--- src/rtl/nco_sweep_ctrl.sv ---
// Sequencer for a phase-increment NCO: flushes and primes the core, then steps
// phi_inc through a clamped linear up-sweep with per-step dwell and optional looping.
module nco_sweep_ctrl #(
  parameter int PHI_W         = 32,
  parameter int DWELL_W       = 16,
  parameter int FLUSH_CYC     = 2,
  parameter int PRIME_TIMEOUT = 64
) (
  input  logic               clk,
  input  logic               reset_n,
  input  logic               start,
  input  logic               abort,
  input  logic [PHI_W-1:0]   cfg_phi_start,
  input  logic [PHI_W-1:0]   cfg_phi_stop,
  input  logic [PHI_W-1:0]   cfg_phi_step,
  input  logic [DWELL_W-1:0] cfg_dwell,
  input  logic               cfg_loop,
  input  logic               nco_out_valid,
  output logic [PHI_W-1:0]   nco_phi_inc_o,
  output logic               nco_clken_o,
  output logic               nco_reset_n_o,
  output logic               busy,
  output logic               done,
  output logic               cfg_err,
  output logic               sweep_valid,
  output logic [15:0]        step_idx
);

  typedef enum logic [2:0] {S_IDLE, S_FLUSH, S_PRIME, S_RUN, S_DONE} state_t;

  localparam logic [15:0] FLUSH_LAST = 16'(FLUSH_CYC - 1);
  localparam logic [15:0] PRIME_LAST = 16'(PRIME_TIMEOUT - 1);

  state_t             state;
  logic [PHI_W-1:0]   sh_start;
  logic [PHI_W-1:0]   sh_stop;
  logic [PHI_W-1:0]   sh_step;
  logic [DWELL_W-1:0] sh_dwell_m1;
  logic               sh_loop;
  logic [DWELL_W-1:0] dwell_cnt;
  logic [15:0]        tmr;
  logic               accept;

  // Next phase increment, saturating at the stop value (including carry out of PHI_W).
  function automatic logic [PHI_W-1:0] sat_step(input logic [PHI_W-1:0] phi,
                                                input logic [PHI_W-1:0] step,
                                                input logic [PHI_W-1:0] lim);
    logic [PHI_W:0] sum;
    sum = {1'b0, phi} + {1'b0, step};
    if (sum[PHI_W] || (sum[PHI_W-1:0] > lim))
      return lim;
    return sum[PHI_W-1:0];
  endfunction

  function automatic logic [DWELL_W-1:0] dwell_reload(input logic [DWELL_W-1:0] d);
    return (d == '0) ? '0 : d - DWELL_W'(1);
  endfunction

  assign accept      = (state == S_IDLE) && start && !abort && (cfg_phi_start <= cfg_phi_stop);
  assign sweep_valid = (state == S_RUN) && nco_out_valid;

  // Shadow copy of the configuration, frozen for the whole sweep
  always_ff @(posedge clk) begin
    if (accept) begin
      sh_start    <= cfg_phi_start;
      sh_stop     <= cfg_phi_stop;
      sh_step     <= cfg_phi_step;
      sh_dwell_m1 <= dwell_reload(cfg_dwell);
      sh_loop     <= cfg_loop;
    end
  end

  always_ff @(posedge clk) begin
    if (!reset_n) begin
      state         <= S_IDLE;
      nco_phi_inc_o <= '0;
      nco_clken_o   <= 1'b0;
      nco_reset_n_o <= 1'b0;
      busy          <= 1'b0;
      done          <= 1'b0;
      cfg_err       <= 1'b0;
      step_idx      <= '0;
      tmr           <= '0;
      dwell_cnt     <= '0;
    end else begin
      done    <= 1'b0;
      cfg_err <= 1'b0;
      if (abort && (state != S_IDLE)) begin
        state         <= S_IDLE;
        nco_clken_o   <= 1'b0;
        nco_reset_n_o <= 1'b0;
        busy          <= 1'b0;
      end else begin
        case (state)
          S_IDLE: begin
            if (start && !abort) begin
              if (cfg_phi_start > cfg_phi_stop) begin
                cfg_err <= 1'b1;
              end else begin
                state         <= S_FLUSH;
                busy          <= 1'b1;
                nco_phi_inc_o <= cfg_phi_start;
                step_idx      <= '0;
                tmr           <= '0;
              end
            end
          end
          S_FLUSH: begin
            if (tmr == FLUSH_LAST) begin
              state         <= S_PRIME;
              nco_reset_n_o <= 1'b1;
              nco_clken_o   <= 1'b1;
              tmr           <= '0;
            end else begin
              tmr <= tmr + 16'd1;
            end
          end
          S_PRIME: begin
            if (nco_out_valid) begin
              state     <= S_RUN;
              dwell_cnt <= sh_dwell_m1;
            end else if (tmr == PRIME_LAST) begin
              state         <= S_IDLE;
              cfg_err       <= 1'b1;
              busy          <= 1'b0;
              nco_reset_n_o <= 1'b0;
              nco_clken_o   <= 1'b0;
            end else begin
              tmr <= tmr + 16'd1;
            end
          end
          S_RUN: begin
            if (dwell_cnt != '0) begin
              dwell_cnt <= dwell_cnt - DWELL_W'(1);
            end else if (nco_phi_inc_o == sh_stop) begin
              if (sh_loop) begin
                nco_phi_inc_o <= sh_start;
                step_idx      <= '0;
                dwell_cnt     <= sh_dwell_m1;
              end else begin
                state         <= S_DONE;
                done          <= 1'b1;
                nco_clken_o   <= 1'b0;
                nco_reset_n_o <= 1'b0;
              end
            end else begin
              nco_phi_inc_o <= sat_step(nco_phi_inc_o, sh_step, sh_stop);
              step_idx      <= step_idx + 16'd1;
              dwell_cnt     <= sh_dwell_m1;
            end
          end
          S_DONE: begin
            state <= S_IDLE;
            busy  <= 1'b0;
          end
          default: begin
            state <= S_IDLE;
            busy  <= 1'b0;
          end
        endcase
      end
    end
  end

endmodule

--- config.mk ---
export PLATFORM = sky130hd
export DESIGN_NAME = nco_sweep_ctrl
export DESIGN_NICKNAME = d
export VERILOG_FILES = /design/src/rtl/nco_sweep_ctrl.sv
export SDC_FILE = /design/constraint.sdc
export NUM_CORES = 1
export LEC_CHECK = 0
export BUFFER_PORTS_ARGS = -buffer_cell sky130_fd_sc_hd__buf_2
export CORE_MARGIN = 10
export CORE_UTILIZATION = 35
export CTS_CLUSTER_DIAMETER = 100
export DETAILED_ROUTE_END_ITERATION = 10
export SLEW_MARGIN = 20
export SYNTH_ARGS = -nofsm -noshare
export SYNTH_HDL_FRONTEND = slang
export SYNTH_SLANG_ARGS = --single-unit
--- constraint.sdc ---
create_clock -name clk -period 16.1 [get_ports clk]
set_clock_uncertainty 0.15 [all_clocks]
set_input_delay 1.61 -clock clk [delete_from_list [all_inputs] [get_ports clk]]
set_output_delay 1.61 -clock clk [all_outputs]
set_load 0.02 [all_outputs]
==> impl_metrics.json, run 1 <==
{
  "status": "completed",
  "p_comb_frac": 0.313,
  "crit_fanout": 28,
  "synth_edf_count": 113,
  "synthFlopType": "edfxtp_1",
  "num_rows": 69,
  "dpl.cell_count": 1970,
  "antenna_found_initial": 5,
  "fin_area_mm2": 0.01468,
  "startpoint_type": "flip-flop",
  "hpwl_mm": 29.07,
  "final_core_util": 0.4097,
  "cts.repair.resized": 0,
  "drc": 0,
  "clkPwrFrac": 0.290,
  "place_congestion": 0.8434,
  "syn_inst": 1387,
  "grt_pass1_wl_mm": 59.91,
  "hp-class": "flip-flop to flip-flop",
  "crit_required_ns": 16.34,
  "p_leak_uw": 0.006122,
  "stdcell_count": 2005,
  "setup_viol": 0,
  "netlist-cell-type-count": 78,
  "holdPathStages": 2,
  "slew_viol_final": 0,
  "antenna_left": 0,
  "die-area_mm2": 0.04458,
  "final-hold-violation-count": 0,
  "p_per_area_mw_per_mm2": 104.8,
  "syn-num-nets": 1609,
  "rsz0062_at_grt": "false",
  "fin_nets": 1750,
  "grt_max_degree": 74,
  "slew_headroom": 0.2834,
  "die_h_um": 211.1,
  "synthesis.area_mm2": 0.01279,
  "p_int_uw": 996.6,
  "start_util": 0.3569,
  "synth-seq-cells": 200,
  "die-width_um": 211.1,
  "cp-end-kind": "flip-flop",
  "endpoint": "nco_phi_inc_o[0]$_SDFFE_PN0P_",
  "cts.sinks": 200,
  "ctsHoldBuffers": 0,
  "critPathKind": "flip-flop to flip-flop",
  "drv_cap": 0,
  "place.port_buffers": 171,
  "final_common_cell": "buf_2",
  "htreeDepth": 4,
  "numCtsBuffers": 17,
  "cts_root_buf": "clkbuf_16",
  "clock_path_buffers": 2,
  "dr.first_iter.drc_count": 788,
  "via_per_inst": 5.525,
  "coreArea_mm2": 0.03583,
  "setup_tns_ns": 0,
  "num_vias": 11080,
  "hold_path.startpoint": "step_idx[15]$_SDFFE_PN0P_",
  "r2r_end": "nco_phi_inc_o[0]$_SDFFE_PN0P_",
  "min_period_ns": 5.823,
  "synth_seq_area_share": 0.4016,
  "ir_worst_vdd_v": 0.00005160,
  "fillCellCount": 3511,
  "final_cell_mix": "171 x buf_2, 121 x a21oi_1, 113 x edfxtp_1, 103 x ha_1, 100 x nor2_1",
  "synth_warnings": 0,
  "clk_pin_slew_ns": 0.08,
  "syn_area_per_cell_um2": 9.219,
  "finalWirelength_mm": 38.99,
  "grtUsageTotal": 0.1705,
  "drt_first_pass_iters": 5,
  "clk_latency_ns": 0.45,
  "io_pins": 172,
  "regToRegStartpoint": "sh_step[3]$_DFFE_PP_",
  "p_seq_frac": 0.398,
  "r2r_cells": 19,
  "tightest_slew_ns": 1.071,
  "gr-total-overflow": 0,
  "placed_cell_area_mm2": 0.01407,
  "cts_setup_buffers": 0,
  "fmax_ghz": 0.1717,
  "routed_wire_length_per_instance_um": 19.45,
  "syn_to_final_growth_pct": 14.79,
  "synth_async_sr_flop_share": 0,
  "r2r_slack_ns": 10.28,
  "period_share": 0.3617,
  "cts_tree": "done",
  "grt_pass1_vias": 10800,
  "critPathLaunch": "sh_step[3]$_DFFE_PP_",
  "drive_above_1_share": 0.1544,
  "crit_arrival_ns": 6.06,
  "power_switching_uw": 541.4,
  "swShare": 0.3520
}
through the flow:
step	power [uW]	hold slack (ns)	worst slack, ns
2_1_floorplan	961.0	0.3054	7.628
3_5_place_dp	1098	0.3332	10.22
4_1_cts	1545	0.3455	10.36
6_report	1538	0.3444	10.28
3_3_place_gp	1091	0.3193	9.948
5_1_grt	1625	0.3895	9.983
synthesized netlist by cell type, drive strengths merged (14+ instances only):
cell / n / area (um2)
nand3b: 15 / 112.6
nand3: 44 / 220.2
xor2: 17 / 148.9
xnor2: 53 / 464.2
nor2: 102 / 385.4
nor3: 40 / 200.2
o221ai: 17 / 148.9
o21ai: 88 / 444.2
a31oi: 14 / 87.58
nor2b: 15 / 93.84
clkbuf: 45 / 168.9
a21o: 27 / 202.7
inv: 87 / 326.6
nand2: 87 / 326.6
nor4: 18 / 127.6
or3: 29 / 181.4
o21a: 14 / 106.4
buf: 14 / 90.08
ha: 103 / 1289
a211oi: 36 / 280.3
a21oi: 122 / 614.3
and3: 33 / 206.5
nand4: 27 / 168.9
dfxtp: 87 / 1742
edfxtp: 113 / 3393
mux2i: 22 / 220.2
cells by family (layout without fill, tap and decap cells):
logic type / count (synthesis) / count (layout) / share of synthesized area
flip-flops: 200 / 200 / 0.4016
AND/OR/NAND/NOR: 462 / 462 / 0.1884
adder cells (fa/ha/maj): 104 / 104 / 0.1023
multiplexers: 27 / 27 / 0.02162
XOR/XNOR: 70 / 70 / 0.04795
AO/OA/AOI/OAI: 378 / 378 / 0.1924
buffers and inverters: 146 / 300 / 0.04579
other: 0 / 3 / 0
power groups by stage:
stage          clock (uW)  combinational (uW)  sequential [uW]
2_1_floorplan           0                 333              628
3_3_place_gp            0                 468              623
3_5_place_dp            0                 475              623
4_1_cts               455                 479              611
5_1_grt               478                 531              616
6_report              445                 481              612
critical path: stages, from the launching register on:
cell	delay, ns
edfxtp_1	0.40
ha_1	0.39
nand3_1	0.17
o211ai_1	0.33
nand3_1	0.24
and3_1	0.26
or4_1	0.60
nand4b_1	0.13
nor3b_1	0.34
ha_1	0.34
a21oi_1	0.13
o21ai_0	0.11
a221oi_1	0.30
o31ai_1	0.13
a221oi_2	0.45
o31ai_4	0.26
buf_4	0.34
mux2_2	0.32
o221ai_1	0.17
o211a_1	0.17
metal layers:
metal  up-vias  wire length [um]  GRT usage
li1       5462                 -          -
met1      5304             17460     0.2154
met2       275             18620     0.2835
met3        33              2129    0.03412
met4         4               758    0.05944
met5         -                26          0
registers in the layout, summed over array words and instances, names as in the netlist:
register / count
busy: 1
sh_stop: 32
nco_reset_n_o: 1
cfg_err: 1
sh_loop: 1
tmr: 16
sh_dwell_m1: 16
done: 1
dwell_cnt: 16
sh_start: 32
nco_phi_inc_o: 32
state: 3
sh_step: 32
step_idx: 16
area by class of cell:
| cell class | count | area, um2 | area share |
|---|---|---|---|
| tap | 461 | 576.8 | 0.03929 |
| multi-input combinational | 1041 | 7094 | 0.4833 |
| clock inverter | 15 | 162.7 | 0.01108 |
| antenna | 3 | 7.507 | 0.0005114 |
| timing repair buffer | 181 | 950.9 | 0.06478 |
| sequential | 200 | 5135 | 0.3498 |
| clock buffer | 17 | 425.4 | 0.02898 |
| inverter | 87 | 326.6 | 0.02225 |
worst min-delay path by stage:
stage / to / slack (ns)
4_1_cts: step_idx[1]$_SDFFE_PN0P_ / 0.35
5_1_grt: step_idx[1]$_SDFFE_PN0P_ / 0.39
2_1_floorplan: dwell_cnt[14]$_SDFFE_PN0P_ / 0.31
6_report: step_idx[15]$_SDFFE_PN0P_ / 0.34
3_5_place_dp: dwell_cnt[14]$_SDFFE_PN0P_ / 0.33
3_3_place_gp: step_idx[15]$_SDFFE_PN0P_ / 0.32
No activity file was read; power rests on OpenSTA's default activity.
==> inputs of run 2 (changes only) <==
- clock period: 16.1 -> 5.5 ns (I/O delays scaled with it)
==> run 2 against run 1 <==
Power grew to 3.0 times the previous value. Clock power grew to 2.8 times the previous value. Hold slack worse by 0.23 ns. Die area stayed put. Combinational power grew to 3.2 times the previous value. Register-to-register slack worse by 10 ns. Fmax is 12% higher. Count of clock-buffer cells in the layout is 1 higher. Sequential share of layout area is 0.78 points lower. Setup slack worse by 10 ns. Highest routed layer unchanged.
==> impl_metrics.json, run 2 (synthesis gave the netlist of run 1 again) <==
{
  "fmax_ghz": 0.1924,
  "critPathKind": "flip-flop to flip-flop",
  "r2r_end": "nco_phi_inc_o[0]$_SDFFE_PN0P_",
  "clk_pin_slew_ns": 0.08,
  "grt_pass1_wl_mm": 61.11,
  "p_per_area_mw_per_mm2": 303.7,
  "dp_slack_ns": -0.03660,
  "die_h_um": 211.1,
  "setup_slack_ns": 0.3023,
  "place_congestion": 0.8832,
  "dr.first_iter.drc_count": 901,
  "final_common_cell": "buf_2",
  "drive_above_1_share": 0.1855,
  "critPathLaunch": "sh_step[7]$_DFFE_PP_",
  "syn_to_final_growth_pct": 17.41,
  "r2r_slack_ns": 0.30,
  "setup_viol": 0,
  "crit_arrival_ns": 5.44,
  "min_period_ns": 5.198,
  "placed_cell_area_mm2": 0.01428,
  "num_vias": 11130,
  "grt_max_degree": 53,
  "slew_headroom": 0.3162,
  "final_cell_mix": "171 x buf_2, 119 x a21oi_1, 113 x edfxtp_1, 100 x nor2_1, 97 x ha_1",
  "slew_viol_final": 0,
  "drc": 0,
  "final-hold-violation-count": 0,
  "clock_path_buffers": 2,
  "cp-end-kind": "flip-flop",
  "cts_root_buf": "clkbuf_16",
  "grtUsageTotal": 0.1743,
  "period_share": 0.9450,
  "via_per_inst": 5.467,
  "cts.sinks": 200,
  "cts_tree": "done",
  "tightest_slew_ns": 1.026,
  "fin_nets": 1783,
  "ir_worst_vdd_v": 0.0001698,
  "gr-total-overflow": 0,
  "num_rows": 69,
  "clk_latency_ns": 0.45,
  "grt_pass1_vias": 10840,
  "die-width_um": 211.1,
  "finalWirelength_mm": 39.95,
  "antenna_found_initial": 4,
  "numCtsBuffers": 17,
  "io_pins": 172,
  "status": "completed",
  "antenna_left": 0,
  "startpoint_type": "flip-flop",
  "coreArea_mm2": 0.03583,
  "setup_tns_ns": 0,
  "regToRegStartpoint": "sh_step[7]$_DFFE_PP_",
  "crit_required_ns": 5.74,
  "hpwl_mm": 30.24,
  "endpoint": "nco_phi_inc_o[0]$_SDFFE_PN0P_",
  "drt_first_pass_iters": 7,
  "crit_fanout": 6,
  "drv_cap": 0,
  "fin_area_mm2": 0.01501,
  "die-area_mm2": 0.04458,
  "r2r_cells": 21,
  "hp-class": "primary input to flip-flop",
  "place.port_buffers": 171,
  "p_leak_uw": 0.006290,
  "routed_wire_length_per_instance_um": 19.62,
  "start_util": 0.3569,
  "htreeDepth": 4
}
run 2: cell count changes in the layout (fill, tap and decap cells not counted), moves of 3 or more:
cell and delta:
buf_4 +32, ha_2 +4, nand3_1 -3, ha_1 -6
nand3_2 +3
run 2: timing repair:
| item | CTS | global route |
|---|---|---|
| hold buffers | 0 | 0 |
| resized for setup | 0 | 24 |
| pin swaps | 0 | 6 |
| setup endpoints to repair | 3 | 31 |
| setup buffers | 4 | 2 |
run 2: worst min-delay path by stage:
| stage | to | slack, ns | cells after the start | startpoint |
|---|---|---|---|---|
| 2_1_floorplan | dwell_cnt[14]$_SDFFE_PN0P_ | 0.31 | 2 | dwell_cnt[14]$_SDFFE_PN0P_ |
| 3_3_place_gp | dwell_cnt[14]$_SDFFE_PN0P_ | 0.32 | 2 | dwell_cnt[14]$_SDFFE_PN0P_ |
| 3_5_place_dp | dwell_cnt[14]$_SDFFE_PN0P_ | 0.34 | 2 | dwell_cnt[14]$_SDFFE_PN0P_ |
| 4_1_cts | sh_step[20]$_DFFE_PP_ | 0.10 | 1 | cfg_phi_step[20] |
| 5_1_grt | sh_step[20]$_DFFE_PP_ | 0.10 | 1 | cfg_phi_step[20] |
| 6_report | sh_step[20]$_DFFE_PP_ | 0.12 | 1 | cfg_phi_step[20] |
run 2: worst max-delay path, cell delays in order, from the launching register on:
cell	delay, ns
edfxtp_1	0.39
ha_2	0.40
and3_1	0.20
nor2_1	0.05
o21ai_1	0.19
nand3_2	0.18
and3_2	0.25
or4_4	0.56
a21oi_4	0.19
o31a_1	0.18
nor2_1	0.06
ha_1	0.31
nand4_1	0.13
inv_1	0.06
a221oi_1	0.29
o31ai_1	0.13
a221oi_2	0.42
o31ai_4	0.21
buf_4	0.18
mux2_2	0.26
o221ai_1	0.17
o211a_1	0.16
run 2: per-layer routing:
layer | track usage | part of all wire | vias to the layer above
li1 | - | - | 5519
met1 | 0.2194 | 0.44 | 5261
met2 | 0.2939 | 0.48 | 302
met3 | 0.03665 | 0.058 | 43
met4 | 0.05120 | 0.021 | 6
met5 | 0 | 0.00070 | -
run 2: final cells by class:
| cell class | instances | area [um2] |
|---|---|---|
| Multi-Input combinational cell | 1041 | 7206 |
| Sequential cell | 200 | 5135 |
| Timing Repair Buffer | 214 | 1204 |
| Antenna cell | 1 | 2.502 |
| Fill cell | 3538 | 20820 |
| Inverter | 87 | 326.6 |
| Tap cell | 461 | 576.8 |
| Clock buffer | 18 | 450.4 |
| Clock inverter | 14 | 112.6 |
run 2: through the flow:
stage	std cells	hold WS, ns	power, uW	utilization
global placement	1997	0.3181	3248	0.3986
floorplan	1387	0.3054	2807	-
detailed placement	1997	0.3388	3268	0.3986
global route	2035	0.1016	4798	0.4190
CTS	2033	0.1035	4546	0.4152
finish	2036	0.1173	4560	0.4190
run 2: report_power, final:
group	internal, uW	leakage, uW	switching [uW]	total, uW
Clock	619	0.000286	632	1250
Combinational	611	0.00426	923	1530
Sequential	1690	0.00174	84.3	1770
Total	2920	0.00629	1640	4560
==> inputs of run 3 (changes only) <==
- CELL_PAD_IN_SITES_DETAIL_PLACEMENT: not set -> 0
- CELL_PAD_IN_SITES_GLOBAL_PLACEMENT: not set -> 1
- PLACE_DENSITY_LB_ADDON: not set -> 0.1
==> run 3 against run 2 <==
Setup slack improved by 0.070 ns. Sequential share of layout area about the same. Register-to-register slack improved by 0.07 ns. Critical path depth increased by 1. Non-clock buffer count increased by 2. Power increased by 2.3%. Fmax increased by 1.4%. Flip-flop and latch count unchanged. Combinational power about the same. Via count decreased by 0.45%. Global-route usage increased by 1.5 points. Final cell count about the same. Largest cell class unchanged. Largest power group unchanged. Highest routed layer unchanged.
==> impl_metrics.json, run 3 (synthesis gave the netlist of run 1 again) <==
{
  "r2r_end": "nco_phi_inc_o[24]$_SDFFE_PN0P_",
  "dr.first_iter.drc_count": 745,
  "cts.sinks": 200,
  "numCtsBuffers": 17,
  "clk_latency_ns": 0.46,
  "hp-class": "primary input to flip-flop",
  "io_pins": 172,
  "critPathKind": "flip-flop to flip-flop",
  "period_share": 0.9322,
  "clkPwrFrac": 0.290,
  "place_congestion": 0.8626,
  "clk_pin_slew_ns": 0.08,
  "p_comb_frac": 0.328,
  "setup_tns_ns": 0,
  "cp-end-kind": "flip-flop",
  "final-hold-violation-count": 0,
  "multiInputGateArea_mm2": 0.007096,
  "tightest_slew_ns": 1.138,
  "coreArea_mm2": 0.03583,
  "power_switching_uw": 1664,
  "gr-total-overflow": 0,
  "critPathLaunch": "sh_step[8]$_DFFE_PP_",
  "whs_endpoint": "sh_step[27]$_DFFE_PP_",
  "hold_path.startpoint": "cfg_phi_step[27]",
  "drv_cap": 0,
  "rsz0062_at_grt": "false",
  "min_period_ns": 5.127,
  "p_int_uw": 2999,
  "crit_fanout": 8,
  "r2r_slack_ns": 0.37,
  "final_core_util": 0.4185,
  "setup_viol": 0,
  "place.port_buffers": 171,
  "swShare": 0.3569,
  "layout.area.seq_mm2": 0.005135,
  "timing.hold.ws_ns": 0.1138,
  "final_cell_mix": "171 x buf_2, 121 x a21oi_1, 113 x edfxtp_1, 103 x ha_1, 100 x nor2_1",
  "slew_viol_final": 0,
  "antenna_left": 0,
  "ir_worst_vdd_v": 0.0002080,
  "via_per_inst": 5.437,
  "num_rows": 69,
  "die_h_um": 211.1,
  "total_power_uw": 4663,
  "routed_wire_length_per_instance_um": 20.87,
  "die-area_mm2": 0.04458,
  "drt_first_pass_iters": 5,
  "r2r_cells": 22,
  "cts_tree": "done",
  "drc": 0,
  "holdPathStages": 1,
  "fmax_ghz": 0.1950,
  "grt_max_degree": 44,
  "crit_arrival_ns": 5.36,
  "status": "completed",
  "clock_path_buffers": 2,
  "num_vias": 11080,
  "ctsHoldBuffers": 0,
  "grt_pass1_wl_mm": 65.36,
  "drive_above_1_share": 0.1739,
  "syn_to_final_growth_pct": 17.26,
  "fin_nets": 1785,
  "crit_required_ns": 5.74,
  "final_common_cell": "buf_2",
  "hpwl_mm": 32.48,
  "htreeDepth": 4,
  "finalWirelength_mm": 42.54,
  "slew_headroom": 0.2412,
  "fillCellCount": 3557,
  "start_util": 0.3569,
  "startpoint_type": "flip-flop",
  "p_leak_uw": 0.006319,
  "grt_pass1_vias": 10960,
  "grtUsageTotal": 0.1895,
  "regToRegStartpoint": "sh_step[8]$_DFFE_PP_",
  "p_per_area_mw_per_mm2": 311.0,
  "antenna_found_initial": 6,
  "p_seq_frac": 0.381,
  "cts_root_buf": "clkbuf_16",
  "die-width_um": 211.1
}
==> run 3: changes by cell type in the layout (fill, tap and decap cells not counted), sizes merged <==
cell / change
bufinv: +2
clkinv: -1
buf: +2
clkbuf: -1
==> run 3: layout make-up <==
class	instances	share of cell area
Antenna cell	1	0.0001669
Clock buffer	17	0.02837
Clock inverter	15	0.01260
Inverter	87	0.02178
Multi-Input combinational cell	1041	0.4732
Sequential cell	200	0.3425
Tap cell	461	0.03847
Timing Repair Buffer	216	0.08294
==> run 3: power groups by stage <==
stage | Combinational [uW] | Sequential [uW] | Clock [uW]
floorplan | 978 | 1830 | 0
global placement | 1500 | 1810 | 0
detailed placement | 1500 | 1810 | 0
CTS | 1500 | 1780 | 1400
global route | 1700 | 1790 | 1450
finish | 1530 | 1780 | 1350
==> run 3: critical path, cell delays in order (launching register included) <==
cell and delay, ns:
edfxtp_1 0.37, ha_1 0.37, a21o_1 0.24, a211oi_1 0.25, o211ai_1 0.17, nand3_2 0.16, and3_1 0.25, nor4_1 0.09
or4_1 0.49, nand3_1 0.18, inv_1 0.07, ha_1 0.30, a21oi_1 0.14, o21ai_0 0.10, a221oi_1 0.32, o31ai_1 0.14
a221oi_2 0.25, buf_4 0.17, o31ai_4 0.08, buf_4 0.19, mux2i_1 0.13, a211o_1 0.31, a31oi_1 0.15
==> run 3: how the worst max path moves through the flow <==
| stage | depth (start not counted) | slack [ns] | end |
|---|---|---|---|
| finish | 22 | 0.37 | nco_phi_inc_o[24]$_SDFFE_PN0P_ |
| global route | 22 | 0.003 | nco_phi_inc_o[24]$_SDFFE_PN0P_ |
| global placement | 19 | 0.18 | nco_phi_inc_o[9]$_SDFFE_PN0P_ |
| floorplan | 19 | 0.70 | nco_phi_inc_o[29]$_SDFFE_PN0P_ |
| CTS | 19 | 0.08 | nco_phi_inc_o[9]$_SDFFE_PN0P_ |
| detailed placement | 19 | 0.10 | nco_phi_inc_o[7]$_SDFFE_PN0P_ |
==> run 3: metal layers <==
| metal | GRT usage | routed length (um) | part of all wire |
|---|---|---|---|
| met1 | 0.2534 | 19890 | 0.47 |
| met3 | 0.04614 | 2457 | 0.058 |
| met2 | 0.3021 | 19570 | 0.46 |
| met5 | 0 | 61 | 0.0014 |
| met4 | 0.04321 | 559 | 0.013 |
==> run 3: stage by stage <==
| stage | worst slack, ns | cells | instance area, um2 |
|---|---|---|---|
| CTS | 0.08003 | 2033 | 14940 |
| floorplan | 0.7016 | 1387 | 12790 |
| global route | 0.002978 | 2037 | 14990 |
| detailed placement | 0.1002 | 2001 | 14330 |
| finish | 0.3728 | 2038 | 14990 |
| global placement | 0.1804 | 2001 | 14330 |
==> run 3: what timing repair did <==
item / 4_1_cts / 5_1_grt
resized for setup: 0 / 2
buffers inserted: 0 / 4
endpoints found under the setup margin: 0 / 31
